$ cat src/rtl/dff_8.sv
// Enabled data register with asynchronous active-high reset.
// Storage element for pipeline stages, operand latches and systolic cells.
module dff_8 #(
  parameter int unsigned      WIDTH       = 8,
  parameter logic [WIDTH-1:0] RESET_VALUE = '0
) (
  input  logic             clk,
  input  logic             reset,
  input  logic             en,
  input  logic [WIDTH-1:0] d,
  output logic [WIDTH-1:0] q
);

  logic [WIDTH-1:0] r_q;

  // Reset dominates any coincident enabled load.
  always_ff @(posedge clk or posedge reset) begin
    if (reset) begin
      r_q <= RESET_VALUE;
    end else if (en) begin
      r_q <= d;
    end
  end

  assign q = r_q;

endmodule

$ cat config.mk
export PLATFORM = sky130hd
export DESIGN_NAME = dff_8
export DESIGN_NICKNAME = d
export VERILOG_FILES = /design/src/rtl/dff_8.sv
export SDC_FILE = /design/constraint.sdc
export NUM_CORES = 1
export LEC_CHECK = 0
export CAP_MARGIN = 10
export CORE_AREA = 4 4 41 43
export CTS_CLUSTER_SIZE = 10
export DETAILED_ROUTE_END_ITERATION = 6
export DIE_AREA = 0 0 45 47
export HOLD_SLACK_MARGIN = 0.08
export SLEW_MARGIN = 20
export SYNTH_ARGS = -nofsm -noshare
export SYNTH_HDL_FRONTEND = slang
export SYNTH_SLANG_ARGS = --single-unit
$ cat constraint.sdc
create_clock -name clk -period 1.8 [get_ports clk]
set_clock_uncertainty 0.1 [all_clocks]
set_input_delay 0.36 -clock clk [delete_from_list [all_inputs] [get_ports clk]]
set_output_delay 0.36 -clock clk [all_outputs]
set_load 0.02 [all_outputs]
==> results.yml <==
setup_path:
  critPathRequiredTime_ns: 1.34
  slowest_stage: "clkdlybuf4s50_1"
  criticalPathCategory: "flop to output pin"
  slowest_delay_ns: 0.61
  cp_num_buf_inv: 1
  end_kind: "output pin"
  setup.worst_path.start_class: "flop"
  path_cells: "clkdlybuf4s50_1"
  worst-path-max-fanout: 2
  r2r-start: "q[3]$_DFFE_PP0P_"
  cp-startpoint: "q[3]$_DFFE_PP0P_"
  crit_family: "buffers and inverters"
  arrival_ns: 1.20
synthesis:
  synth_top_area_share_pct: 59.7
  synth_fp_nets: 29
  yosysWarnings: 0
  avgSynthCellArea_um2: 18.6
  seq_area_frac_synth_pct: 59.7
  ys_ff_latch: 8
  synth_edf_count: 0
  synth_common_cells: "dfrtp_1 (8), mux2_4 (8), buf_6 (1), inv_1 (1)"
  synthCells: 18
  yosys.area.top_type: "dfrtp_1"
  synth_area_um2: 335
  postSynth.asyncResetShare_pct: 100
  ys_top_cells_by_area: "dfrtp_1 (60%), mux2_4 (36%), buf_6 (3.4%)"
  synth_cell_types: 4
  synth_ff_type: "dfrtp_1"
layout:
  synthToLayoutAreaGrowth_pct: 67.2
  num-fill-cells: 122
  drive_above_1_share_pct: 32.5
  largest_reg_flops: 8
  antenna_cells: 0
  finalNetCount: 53
  final_area_um2: 561
grt:
  grt_usage_pct: 7.97
  antenna_found_initial: 0
  grt_max_degree: 9
  overflow: 0
  grt_pass1_vias: 273
  grt_first_pass_wirelength_mm: 1.17
clocking:
  ctsResizeCount: 0
  clock_latency_ns: 0.24
  post_cts_buffers: 0
  cts.sinks: 8
  clock_path_buffers: 2
  ctsHtreeMaxLevel: 1
  cts-buffers-inserted: 3
  cts_tree: "done"
  cts_hold_buf: 0
  cts_root_buf: "clkbuf_4"
  cts.clk_slew.worst_paths_ns: 0.05
job:
  maxCapViolCount: 0
floorplan:
  die_h_um: 47
  rows: 13
  start_util_pct: 25.8
  io_pins: 19
  dieArea_mm2: 0.00212
  die_x_um: 45
  design.core.area_mm2: 0.00130
drt:
  drt_iter0_drc: 0
  drt_pass1_iterations: 1
  viasPerCell: 3.98
  vias: 219
  drc_errors: 0
  antenna_left: 0
  routed_wl_um: 654
  wl_per_cell_um: 11.9
power_and_ir_drop:
  total_power_mw: 0.459
  power_density_mw_per_mm2: 818
  p_leak_nw: 0.258
  ir_drop_mv: 0.362
sta:
  worst_pin_slew_ns: 0.300
  timing.final.crit_share_pct: 92.3
  min_period_ns: 1.66
  finalSetupViolCount: 0
  tns_ns: 0
  fmax_mhz: 602
  max_slew_margin_pct: 80.0
  hold_viol_final: 0
  maxSlewViolCount: 0
  rsz0062_at_grt: "no"
min_path:
  hold_class: "primary input to async pin"
placement:
  place_congestion: 0.617
  buffer_ports.inserted: 18
  placed_area_um2: 538
  dp_hpwl_um: 536
outcome:
  outcome: "finished, final reports clean"
-- worst paths after layout --
kind	endpoint	slack, ns	cells past startpoint
setup / recovery	q[3]	0.14	1
hold / removal	q[1]$_DFFE_PP0P_	0.26	2
setup reg to reg	q[3]$_DFFE_PP0P_	0.94	1
hold reg to reg	q[4]$_DFFE_PP0P_	0.41	1
max in group asynchronous	q[2]$_DFFE_PP0P_	1.11	2
min in group clk	q[4]$_DFFE_PP0P_	0.41	1
-- cell type report --
cell class / instances / area (um2) / area share (%)
Sequential cell: 8 / 200 / 35.7
Multi-Input combinational cell: 8 / 120 / 21.4
Timing Repair Buffer: 20 / 195 / 34.8
Clock buffer: 3 / 22.5 / 4.02
Tap cell: 15 / 18.8 / 3.35
Inverter: 1 / 3.75 / 0.670
-- per-layer routing --
| layer | vias up | wire (um) | track usage [%] |
|---|---|---|---|
| li1 | 105 | - | - |
| met1 | 104 | 290 | 9.56 |
| met2 | 10 | 313 | 12.4 |
| met3 | 0 | 50 | 2.30 |
| met4 | 0 | 0 | 5.26 |
| met5 | - | 0 | 0 |
-- layout by cell type (no fill, tap or decap), drive strengths merged --
cell type	synthesis	layout
dfrtp	8	8
buf	1	2
clkbuf	0	3
mux2	8	8
inv	1	1
clkdlybuf4s50	0	18
-- metrics by stage --
| stage | util [%] | hold WS, ns | instances | worst slack (ns) |
|---|---|---|---|---|
| floorplan | - | 0.0757 | 18 | 0.798 |
| global placement | 41.3 | 0.393 | 52 | 0.277 |
| detailed placement | 41.3 | 0.395 | 52 | 0.258 |
| CTS | 43.1 | 0.265 | 55 | 0.123 |
| global route | 43.1 | 0.303 | 55 | 0.0829 |
| finish | 43.1 | 0.257 | 55 | 0.138 |
-- power by group --
group | switching (mW) | internal [mW]
Clock | 0.0518 | 0.0757
Sequential | 0.00904 | 0.198
Combinational | 0.0458 | 0.0780
Total | 0.107 | 0.352
-- cell families (layout without fill, tap and decap cells) --
| family | Yosys count | count (layout) | share of synthesized area [%] |
|---|---|---|---|
| multiplexers | 8 | 8 | 35.8 |
| buffers and inverters | 2 | 24 | 4.48 |
| flip-flops | 8 | 8 | 59.7 |
Note: power is estimated with default switching activity, not from simulation.
